===== config.mk =====
export PLATFORM = sky130hd
export DESIGN_NAME = random_word_packer
export DESIGN_NICKNAME = d
export VERILOG_FILES = /design/src/rtl/random_word_packer_pkg.sv /design/src/rtl/random_word_packer_word_fifo.sv /design/src/rtl/random_word_packer.sv
export SDC_FILE = /design/constraint.sdc
export NUM_CORES = 1
export LEC_CHECK = 0
export CORE_ASPECT_RATIO = 1.2
export CORE_UTILIZATION = 59
export DETAILED_ROUTE_END_ITERATION = 10
export PLACE_DENSITY = 0.77
export SLEW_MARGIN = 20
export SYNTH_ARGS = -nofsm -noshare
export SYNTH_HDL_FRONTEND = slang
export SYNTH_SLANG_ARGS = --single-unit

===== constraint.sdc =====
create_clock -name clk -period 8.34 [get_ports clk]
set_input_delay 1.668 -clock clk [delete_from_list [all_inputs] [get_ports clk]]
set_output_delay 1.668 -clock clk [all_outputs]
set_load 0.005 [all_outputs]

===== src/rtl/random_word_packer_pkg.sv =====
// Shared definitions for the random word packer.
//   BYTE_W       : width of one upstream byte
//   pack_state_t : input handshake FSM encoding (legacy 1-bit encoding kept)
//   fill_width() : width of an occupancy counter able to hold 0..depth
package random_word_packer_pkg;

  localparam int unsigned BYTE_W = 8;

  typedef enum logic [0:0] {
    ST_IDLE = 1'b0,
    ST_ACK  = 1'b1
  } pack_state_t;

  function automatic int unsigned fill_width(input int unsigned depth);
    return $clog2(depth) + 1;
  endfunction

endpackage


===== src/rtl/random_word_packer_word_fifo.sv =====
// word_fifo: parameterized synchronous FIFO, asynchronous active-high reset.
// Ports:
//   clk, rst       : clock (rising edge), async reset
//   push/push_data : write request and data; ignored when full unless a pop
//                    happens in the same cycle
//   pop            : read request; ignored when empty
//   head           : combinational view of the oldest entry
//   count          : occupancy 0..DEPTH
//   full           : count == DEPTH
// DEPTH must be a power of two so the pointers wrap naturally.
module word_fifo
  import random_word_packer_pkg::*;
#(
  parameter int unsigned WIDTH = 32,
  parameter int unsigned DEPTH = 4,
  localparam int unsigned CW   = fill_width(DEPTH)
) (
  input  logic             clk,
  input  logic             rst,
  input  logic             push,
  input  logic [WIDTH-1:0] push_data,
  input  logic             pop,
  output logic [WIDTH-1:0] head,
  output logic [CW-1:0]    count,
  output logic             full
);

  localparam int unsigned AW = $clog2(DEPTH);

  logic [WIDTH-1:0] mem [DEPTH];
  logic [AW-1:0]    wr_ptr;
  logic [AW-1:0]    rd_ptr;
  logic             do_push;
  logic             do_pop;

  assign full = (count == CW'(DEPTH));
  assign head = mem[rd_ptr];

  // A full FIFO still accepts a push when the head leaves in the same cycle.
  always_comb begin
    do_pop  = pop && (count != '0);
    do_push = push && (!full || do_pop);
  end

  always_ff @(posedge clk or posedge rst) begin
    if (rst) begin
      wr_ptr <= '0;
      rd_ptr <= '0;
      count  <= '0;
      for (int unsigned i = 0; i < DEPTH; i++) mem[i] <= '0;
    end else begin
      if (do_push) begin
        mem[wr_ptr] <= push_data;
        wr_ptr      <= wr_ptr + 1'b1;
      end
      if (do_pop) rd_ptr <= rd_ptr + 1'b1;
      case ({do_push, do_pop})
        2'b10:   count <= count + 1'b1;
        2'b01:   count <= count - 1'b1;
        default: ;
      endcase
    end
  end

endmodule


===== src/rtl/random_word_packer.sv =====
// random_word_packer: takes bytes from the sponge byte generator over a
// 4-phase valid/received handshake, packs WORD_BYTES of them MSB-first
// (first byte ends in the top byte) and queues finished words in a FIFO
// presented as a ready/valid stream.
// Ports:
//   clk, rst     : clock (rising edge), async active-high reset
//   in_data      : upstream byte
//   in_valid     : upstream 4-phase request
//   in_received  : 4-phase acknowledge (registered)
//   out_word     : FIFO head word
//   out_valid    : FIFO non-empty
//   out_ready    : downstream takes the head this cycle
//   fill         : FIFO occupancy
//   health_fail  : sticky repetition-count failure flag
// Optional build macro RANDOM_WORD_PACKER_HEALTH_EN enables the
// repetition-count health test; without it health_fail is tied 0.
module random_word_packer
  import random_word_packer_pkg::*;
#(
  parameter int unsigned WORD_BYTES   = 4,
  parameter int unsigned FIFO_DEPTH   = 4,
  parameter int unsigned REPEAT_LIMIT = 4
) (
  input  logic                               clk,
  input  logic                               rst,
  input  logic [BYTE_W-1:0]                  in_data,
  input  logic                               in_valid,
  output logic                               in_received,
  output logic [BYTE_W*WORD_BYTES-1:0]       out_word,
  output logic                               out_valid,
  input  logic                               out_ready,
  output logic [fill_width(FIFO_DEPTH)-1:0]  fill,
  output logic                               health_fail
);

  localparam int unsigned WW  = BYTE_W * WORD_BYTES;
  localparam int unsigned BCW = $clog2(WORD_BYTES + 1);

  pack_state_t     state;
  logic [WW-1:0]   shift_reg;
  logic [BCW-1:0]  byte_cnt;
  logic            word_done;
  logic            capture;
  logic            push;
  logic            pop;
  logic            fifo_full;
  logic            trip;

  // A completed word waiting for FIFO space blocks further captures.
  always_comb begin
    word_done = (byte_cnt == BCW'(WORD_BYTES));
    capture   = (state == ST_IDLE) && in_valid && !word_done;
    pop       = out_valid && out_ready;
    push      = word_done && (!fifo_full || pop) && !health_fail;
  end

`ifdef RANDOM_WORD_PACKER_HEALTH_EN
  localparam int unsigned RCW = $clog2(REPEAT_LIMIT + 1);

  logic [RCW-1:0]    run_cnt;
  logic [RCW-1:0]    run_next;
  logic [BYTE_W-1:0] prev_byte;

  // run_cnt == 0 means no byte seen yet since reset.
  always_comb begin
    run_next = ((run_cnt != '0) && (in_data == prev_byte)) ? run_cnt + 1'b1 : RCW'(1);
    trip     = capture && !health_fail && (run_next == RCW'(REPEAT_LIMIT));
  end

  // Updates stop once tripped, so run_cnt never exceeds REPEAT_LIMIT.
  always_ff @(posedge clk or posedge rst) begin
    if (rst) begin
      run_cnt     <= '0;
      prev_byte   <= '0;
      health_fail <= 1'b0;
    end else if (capture && !health_fail) begin
      run_cnt   <= run_next;
      prev_byte <= in_data;
      if (trip) health_fail <= 1'b1;
    end
  end
`else
  assign trip        = 1'b0;
  assign health_fail = 1'b0;
`endif

  always_ff @(posedge clk or posedge rst) begin
    if (rst) begin
      state     <= ST_IDLE;
      shift_reg <= '0;
      byte_cnt  <= '0;
    end else begin
      case (state)
        ST_IDLE: if (capture)   state <= ST_ACK;
        ST_ACK:  if (!in_valid) state <= ST_IDLE;
        default:                state <= ST_IDLE;
      endcase
      // push needs a full word and capture needs a partial one, so they
      // never coincide; after a health trip bytes are acked but dropped.
      if (push || trip) begin
        byte_cnt <= '0;
      end else if (capture && !health_fail) begin
        shift_reg <= {shift_reg[WW-BYTE_W-1:0], in_data};
        byte_cnt  <= byte_cnt + 1'b1;
      end
    end
  end

  assign in_received = (state == ST_ACK);

  word_fifo #(
    .WIDTH (WW),
    .DEPTH (FIFO_DEPTH)
  ) u_word_fifo (
    .clk       (clk),
    .rst       (rst),
    .push      (push),
    .push_data (shift_reg),
    .pop       (pop),
    .head      (out_word),
    .count     (fill),
    .full      (fifo_full)
  );

  assign out_valid = (fill != '0);

endmodule


# Word-level counts from Yosys, hierarchy flattened

Cells that the tools add are included.
Widths: inputs -> output; s select.

Bits in registers: 171
Latch bits: 0
Memory bits (writable): 0
Bits in read-only memories: 0
Input bits: 12
Output and inout bits: 38
Logic and storage cells: 53
Memories kept: 0

Add/subtract/negate cells: 5
Multiply operators: 0
Divide/modulo/power cells: 0
$lt $le $gt $ge: 3
Equal/unequal tests: 4
Shift-type cells: 0
Muxes and demuxes: 12
Bitwise operators: 4
Reductions and logical operators: 15

Operators by type and width:

| cell                | count |
|---|---|
| $bwmux 128          | 1 |
| $mux 32             | 3 |
| $bmux 32 s2         | 1 |
| $demux 32 s2        | 1 |
| $logic_and 1x1->1   | 7 |
| $add 3x1->3 const B | 2 |
| $eq 3x3->1 const B  | 2 |
| $ge 3x3->1 const B  | 2 |
| $mux 3              | 2 |
| $not 2->3           | 2 |
| $pmux 3 s2          | 1 |
| $add 2x1->2 const B | 2 |
| $reduce_bool 2->1   | 2 |
| $lt 3x1->1 const B  | 1 |
| $reduce_bool 3->1   | 1 |
| $sub 3x1->3 const B | 1 |
| $eq 2x1->1 const B  | 1 |
| $eq 2x2->1 const B  | 1 |
| $logic_not 1->1     | 2 |
| $logic_or 1x1->1    | 2 |
| $mux 1              | 2 |
| $not 1->1           | 2 |
| $pmux 1 s2          | 1 |
| $reduce_and 2->1    | 1 |

# Logic depth before layout (Yosys ltp)

Gate-level depths: netlist of the first run.

Depth in word-level cells: 7
Depth in mapped cells: 11
Depth with buffers taken out: 11

# By module

A second synthesis of the first run with hierarchy kept.

Cells, all modules: 447
Area total of the unflattened synthesis: 7586.0 µm²

Modules (own cells, without submodules):

| module             | instances | cells an instance | area an instance (µm²) | seq. area each (µm²) |
|---|---|---|---|---|
| word_fifo          | 1         | 349               | 5972.0                 | 3378.2 |
| random_word_packer | 1         | 98                | 1614.0                 | 900.9 |

# Worst setup path after synthesis of the first run

No wires, ideal clock.

Path kind: input -> register
From: input port out_ready
To: register u_word_fifo.count[2]
Setup time: 0.079 ns
Arrival: 3.240 ns
Required time: 8.261 ns
Slack: 5.021 ns
Stages on the path: 9
Buffers on the path: 0
Path through: nor4b_4 nor2_1 inv_1 ha_1 inv_1 fa_1 xor2_1 nor2_1 xor2_1

Longest elaborated chain between the ends: 6
Elaborated cells on any way between the ends: 10
Classes of those cells: eq/ne (2); mux (1); reduce/logical (7)

RTL lines:

| what                                                  | line                                                         | RTL |
|---|---|---|
| start: declaration                                    | random_word_packer.sv:31                                     | `input logic out_ready,` |
| $logic_and 1x1->1 *                                   | random_word_packer.sv:53                                     | `pop = out_valid && out_ready;` |
| $logic_or 1x1->1 or $logic_and 1x1->1 (tied branches) | random_word_packer.sv:54, random_word_packer_word_fifo.sv:41 |  |
| $logic_and 1x1->1 or $logic_or 1x1->1 (tied branches) | random_word_packer.sv:54, random_word_packer_word_fifo.sv:42 |  |
| $logic_and 1x1->1                                     | random_word_packer_word_fifo.sv:42                           | `do_push = push && (!full \|\| do_pop);` |
| $eq 2x1->1 or $eq 2x2->1 (tied branches)              | random_word_packer_word_fifo.sv:57                           | `case ({do_push, do_pop})` |
| $pmux 3 s2 or $reduce_bool 2->1 (tied branches)       | -                                                            |  |
| end signal: assignment                                | random_word_packer_word_fifo.sv:58                           | `2'b10: count <= count + 1'b1;` |
| end signal: assignment                                | random_word_packer_word_fifo.sv:59                           | `2'b01: count <= count - 1'b1;` |
| end: declaration                                      | random_word_packer_word_fifo.sv:24                           | `output logic [CW-1:0] count,` |

Mark *: on every way between the ends. The rest lies on a longest branch, timed or not.
A chain may end at the register's enable or synchronous reset.

# Final worst setup path of the first run

From: register u_word_fifo.rd_ptr[0]
To: output port out_word[15]

Longest elaborated chain between the ends: 4

RTL lines:

| what                                       | line                               | RTL |
|---|---|---|
| start: declaration                         | random_word_packer_word_fifo.sv:32 | `logic [AW-1:0] rd_ptr;` |
| start signal: assignment                   | random_word_packer_word_fifo.sv:56 | `if (do_pop) rd_ptr <= rd_ptr + 1'b1;` |
| $not 2->3 (implied by the code)            | random_word_packer_word_fifo.sv:37 | `assign head = mem[rd_ptr];` |
| $bmux 32 s2                                | random_word_packer_word_fifo.sv:37 |  |
| $mux 32 (implied by the code) (2 in a row) | random_word_packer_word_fifo.sv:37 |  |
| end: declaration                           | random_word_packer.sv:29           | `output logic [BYTE_W*WORD_BYTES-1:0] out_word,` |

Every way passes these cells. The select of a mux whose other input is x is not followed.

==> results of run 1 <==
## synth_stat cells
master	count
nor3_1	1
o21a_1	1
xnor2_1	3
buf_2	11
buf_4	1
or3_2	1
dfrtp_1	171
conb_1	1
mux2i_1	2
o31a_2	1
inv_1	10
nor4b_4	1
mux2_2	162
o21ai_0	1
xor2_1	3
buf_6	12
a211oi_1	1
nor3b_2	4
nand2b_1	2
nor2_1	2
clkbuf_1	1
fa_1	1
ha_1	7
mux4_2	32
nand3b_1	1
nand2_1	3
## layer usage
| layer | up-vias | part of all wire (%) | GRT usage, % | wire length, um |
|---|---|---|---|---|
| met2 | 62 | 51 | 36.6 | 6630 |
| met1 | 2063 | 45 | 29.9 | 5830 |
| met5 | - | 0 | 0 | 0 |
| met3 | 17 | 2.6 | 5.13 | 337 |
| met4 | 0 | 1.4 | 8.66 | 188 |
| li1 | 1684 | - | - | - |
## power groups by stage
| stage | Sequential, uW | Combinational (uW) | Clock, uW |
|---|---|---|---|
| floorplan | 1380 | 838 | 0 |
| global placement | 1500 | 1160 | 0 |
| detailed placement | 1530 | 1190 | 0 |
| CTS | 1520 | 1200 | 807 |
| global route | 1580 | 1270 | 839 |
| finish | 1520 | 1170 | 788 |
## cell usage in the layout, fill, tap and decap left out, drive strengths merged, types with 4 or more instances in the layout
cell / instances
nor3b: 4
dfrtp: 171
mux4: 32
mux2: 162
inv: 11
buf: 6
clkdlybuf4s50: 48
clkbuf: 27
ha: 7
## final cells by class
| class | count | area, um^2 |
|---|---|---|
| well taps | 161 | 201 |
| clock buffers | 27 | 523 |
| fillers | 835 | 3600 |
| multi-input cells | 230 | 2910 |
| flip-flops and latches | 171 | 4280 |
| clock inverters | 5 | 78.8 |
| repair buffers | 54 | 526 |
| inverters | 10 | 42.5 |
## final timing paths
| check | endpoint | slack (ns) | cells after the start |
|---|---|---|---|
| min in group asynchronous | shift_reg[6] | 1.81 | 2 |
| max reg2reg | u_word_fifo.count[2] | 5.65 | 9 |
| min reg2reg | u_word_fifo.mem[123] | 0.50 | 1 |
| max in group asynchronous | shift_reg[11] | 5.11 | 3 |
| max | out_word[15] | 4.16 | 3 |
| min | u_word_fifo.mem[123] | 0.50 | 1 |
## critical path: cells and delay by family, from the launching register on
kind | cells | cell delay (ns)
muxes | 1 | 0.59
buffers and inverters | 2 | 0.95
DFF | 1 | 0.53
## per-stage QoR
step	cell area [um^2]	hold slack (ns)	setup slack [ns]
2_1_floorplan	7400	0.475	2.04
3_3_place_gp	7960	0.483	4.24
3_5_place_dp	7960	0.490	4.04
4_1_cts	8560	0.504	4.01
5_1_grt	8570	0.518	4.04
6_report	8570	0.501	4.16
## kinds of logic after synthesis
kind of cell / synth area share (%)
buf+inv: 3.23
mux: 34.7
fa+ha+maj: 1.45
flops: 57.8
simple gates: 1.69
compound gates: 0.406
other cells: 0.0507
xor+xnor: 0.710
==> metrics.yaml, run 1 <==
outcome: "finished clean"
synth_area_leaders: "dfrtp_1 (58%), mux2_2 (25%), mux4_2 (9.7%), buf_6 (1.8%), ha_1 (1.2%)"
p_leak_uw: 0.00378
post-cts-setup-buffers: 0
critPathKind: "register to output port"
die_h_um: 125
clk_path_buf_depth: 2
p_int_uw: 2500
synth_nets: 456
drive_gt1_share_pct: 48.1
power_frac_seq_pct: 43.7
drt_iter0_drc: 132
syn_to_final_growth_pct: 15.7
report.final.slew_viol_count: 0
total_power_uw: 3480
netlist.area_leader.share_pct: 57.8
yosys.area.top_type: "dfrtp_1"
power_density_nw_per_um2: 407
cp_slowest_stage_delay_ns: 0.59
finalHoldViolCount: 0
gr-total-overflow: 0
nets: 504
comb_power_share_pct: 33.7
cts_resized: 0
die_w_um: 104
place_hpwl_um: 7830
sw_frac_of_total_pct: 28.2
final_antenna_net_count: 0
largest_register_ff_count: 128
cts-root-buf: "clkbuf_16"
insertion_delay_ns: 0.43
grt_pass1_vias: 4165
wirelength_um: 13000
rsz0062_at_grt: "false"
period_needed_ns: 4.18
cts_tree: "yes"
crit_path_start: "u_word_fifo.rd_ptr[0]"
finalCritPeriodShare_pct: 50.2
fmax_mhz: 239
yosys_warnings: 0
dp_cells: 626
arrival_ns: 2.52
fin_skew_ns: 0.00679
crit_required_ns: 6.67
finalWeightedCongestion: 0.752
antenna_found_initial: 0
cts-htree-levels: 4
stdcell_count: 658
cp_slowest_cell: "mux4_2"
fin_tns_setup_ns: 0
cp-start-kind: "register"
ys_types: 26
drc: 0
postLayoutCoreUtil_pct: 70.4
die-area_um2: 13000
drv_cap: 0
track_usage_pct: 22.6
synth_area_um2: 7400
grt_max_degree: 106
port_buffers: 48
worstHoldPathType: "register to register"
io-pin-count: 50
cp-end-kind: "output port"
hold_path_startpoint: "u_word_fifo.mem[123]"
dr.pass1.iters: 5
routedWlPerCell_um: 19.7
grt_pass1_wl_um: 22100
worstMarginPinSlew_ns: 1.03
cts_inserted_buffers: 17
vdd_drop_max_v: 0.000222
core_region_area_um2: 12200
relSlewSlack_pct: 31.3
syn_inst: 436
path_cells: "buf_4 -> mux4_2 -> clkdlybuf4s50_1"
drt-vias-per-instance: 5.81
critPathMaxFanout: 24
switchingPower_uw: 982
antennaDiodeCount: 0
ctsHoldBuffers: 0
p_clk_share_pct: 22.6
setup_viol: 0
clk_pin_slew_ns: 0.06
num_vias: 3826
r2r-start: "u_word_fifo.count[1]"
cts_num_sinks: 171
rows: 44
initial_utilization_pct: 60.8
ys_ff_latch: 171
yosysSeqAreaShare_pct: 57.8
syn_area_per_cell_um2: 17.0
No activity file was read; power rests on OpenSTA's default activity.
==> run 2: changes to the inputs <==
- clock period: 8.34 -> 4.1 ns (I/O delays scaled with it)
==> run 2 against run 1 <==
  * Sequential power rose by 110%
  * Die area unchanged
  * Clock skew is 0.00080 ns higher
  * Core utilization up 0.29 points
  * Critical path type unchanged
  * Largest cell class unchanged
  * Largest power group unchanged
==> metrics.yaml, run 2 (synthesis results as in run 1) <==
gr-total-overflow: 0  # unchanged
io-pin-count: 50  # unchanged
wl_met2_um: 6920  # +4.3%
dr.pass1.iters: 4  # -1
grt_max_degree: 55  # -48%
core_region_area_um2: 12200  # unchanged
worstRegToRegCells: 11  # +2
cts_num_sinks: 171  # unchanged
rsz0062_at_grt: "false"
insertion_delay_ns: 0.42  # about the same
cp_slowest_cell: "dfrtp_2"
routed-wl-met3_um: 349  # +3.6%
reg2reg_to: "u_word_fifo.count[2]"
die-area_um2: 13000  # unchanged
finalWeightedCongestion: 0.726  # -3.5%
clk_pin_slew_ns: 0.06  # about the same
antenna_found_initial: 0  # unchanged
postLayoutCoreUtil_pct: 70.7  # +0.29 points
finalCritPeriodShare_pct: 79.7
hold_path_startpoint: "u_word_fifo.mem[67]"
arrival_ns: 2.45  # -0.07 ns
finalHoldViolCount: 0  # unchanged
track_usage_pct: 22.9  # +0.32 points
outcome: "finished clean"
clk_path_buf_depth: 2  # unchanged
routedWlPerCell_um: 20.2  # +2.4%
path_cells: "buf_4 -> mux4_2 -> clkdlybuf4s50_1"
top_layer: "met4"
drt_iter0_drc: 154  # +17%
relSlewSlack_pct: 35.9  # +4.5 points
period_needed_ns: 3.27
final_common_cell: "dfrtp_1"
wl_met1_um: 5910  # +1.4%
crit_required_ns: 3.28  # -3.39 ns
grt_pass1_wl_um: 22400  # +1.4%
fmax_mhz: 306
vdd_drop_max_v: 0.000438  # +98%
cts_tree: "yes"
report.final.slew_viol_count: 0  # unchanged
nets: 510  # +1.2%
min_path_cells: 1  # unchanged
p_leak_uw: 0.00379  # +0.50%
grt_pass1_vias: 4218  # +1.3%
ctsHoldBuffers: 0  # unchanged
cts_resized: 0  # unchanged
final_antenna_net_count: 0  # unchanged
worstHoldEndpoint: "u_word_fifo.mem[67]"
antennaDiodeCount: 0  # unchanged
fin_tns_setup_ns: 0  # unchanged
die_w_um: 104  # unchanged
wirelength_um: 13400  # +3.2%
worstHoldPathType: "register to register"
cp_slowest_stage_delay_ns: 0.80  # +0.21 ns
setup_viol: 0  # unchanged
largest_register_ff_count: 128  # unchanged
critPathKind: "register to output port"
final_cell_mix: "dfrtp_1 (169), mux2_2 (162), clkdlybuf4s50_1 (48)"
worstMarginPinSlew_ns: 0.962  # -0.0679 ns
post-cts-setup-buffers: 0  # unchanged
fin_skew_ns: 0.00759  # +0.000803 ns
syn_to_final_growth_pct: 16.2
cts-htree-levels: 4  # unchanged
drive_gt1_share_pct: 48.8  # +0.72 points
initial_utilization_pct: 60.8  # unchanged
reg2reg_setup_slack_ns: 1.57  # -4.08 ns
cts_inserted_buffers: 17  # unchanged
r2r-start: "byte_cnt[0]"
ff_latch_area_um2: 4280  # about the same
place_hpwl_um: 7900  # +0.88%
drc: 0  # unchanged
multi_input_area_um2: 2910  # unchanged
drv_cap: 0  # unchanged
fillers: 806  # -3.5%
drt-vias-per-instance: 5.82  # about the same
cts-root-buf: "clkbuf_16"
die_h_um: 125  # unchanged
port_buffers: 48  # unchanged
num_vias: 3858  # +0.84%
cp-start-kind: "register"
rows: 44  # unchanged
cp-end-kind: "output port"
critPathMaxFanout: 20  # -17%
power_density_nw_per_um2: 823  # +100%
run 2: cell types whose count changed in the layout (fill, tap and decap cells not counted), moves of 2 or more:
cell,change
buf_4,+4
clkbuf_8,-3
clkinv_2,+3
buf_12,+2
clkinvlp_4,+2
inv_6,-2
run 2: worst max-delay path by stage:
stage / slack [ns] / to / cells after the start / from
6_report: 0.83 / out_word[22] / 3 / u_word_fifo.rd_ptr[0]
5_1_grt: 0.67 / out_word[21] / 3 / u_word_fifo.rd_ptr[0]
4_1_cts: 0.77 / out_word[22] / 3 / u_word_fifo.rd_ptr[0]
3_5_place_dp: 1.0 / u_word_fifo.count[2] / 11 / out_ready
3_3_place_gp: 1.11 / u_word_fifo.count[2] / 11 / out_ready
2_1_floorplan: 1.10 / byte_cnt[0] / 1 / rst
run 2: per-stage QoR:
step | instance area, um^2 | instances | power (uW) | setup WS, ns | hold slack (ns)
floorplan | 7410 | 436 | 4520 | 1.10 | 0.475
finish | 8600 | 663 | 7080 | 0.831 | 0.503
CTS | 8600 | 663 | 7160 | 0.770 | 0.505
detailed placement | 8030 | 632 | 5560 | 0.998 | 0.491
global route | 8600 | 663 | 7470 | 0.669 | 0.513
global placement | 8030 | 632 | 5430 | 1.11 | 0.483
run 2: critical path: cells and delay by family, from the launching register on:
family                 cells  cell delay (ns)
flip-flops                 1             0.80
buffers and inverters      2             0.72
multiplexers               1             0.50
run 2: power breakdown:
group	total, uW	internal [uW]	switching [uW]
Sequential	3120	2450	671
Clock	1550	937	610
Combinational	2410	1660	745
run 2: layer usage:
metal | vias up | GRT usage (%)
met5 | - | 0
met4 | 0 | 10.3
met3 | 20 | 4.03
met2 | 65 | 36.9
met1 | 2076 | 30.7
li1 | 1697 | -
run 2: area by class of cell:
type | count | share of cell area, %
Clock buffer | 23 | 5.56
Sequential cell | 171 | 49.8
Inverter | 10 | 0.480
Timing Repair Buffer | 60 | 6.92
Clock inverter | 8 | 1.08
Multi-Input combinational cell | 230 | 33.8
Tap cell | 161 | 2.34
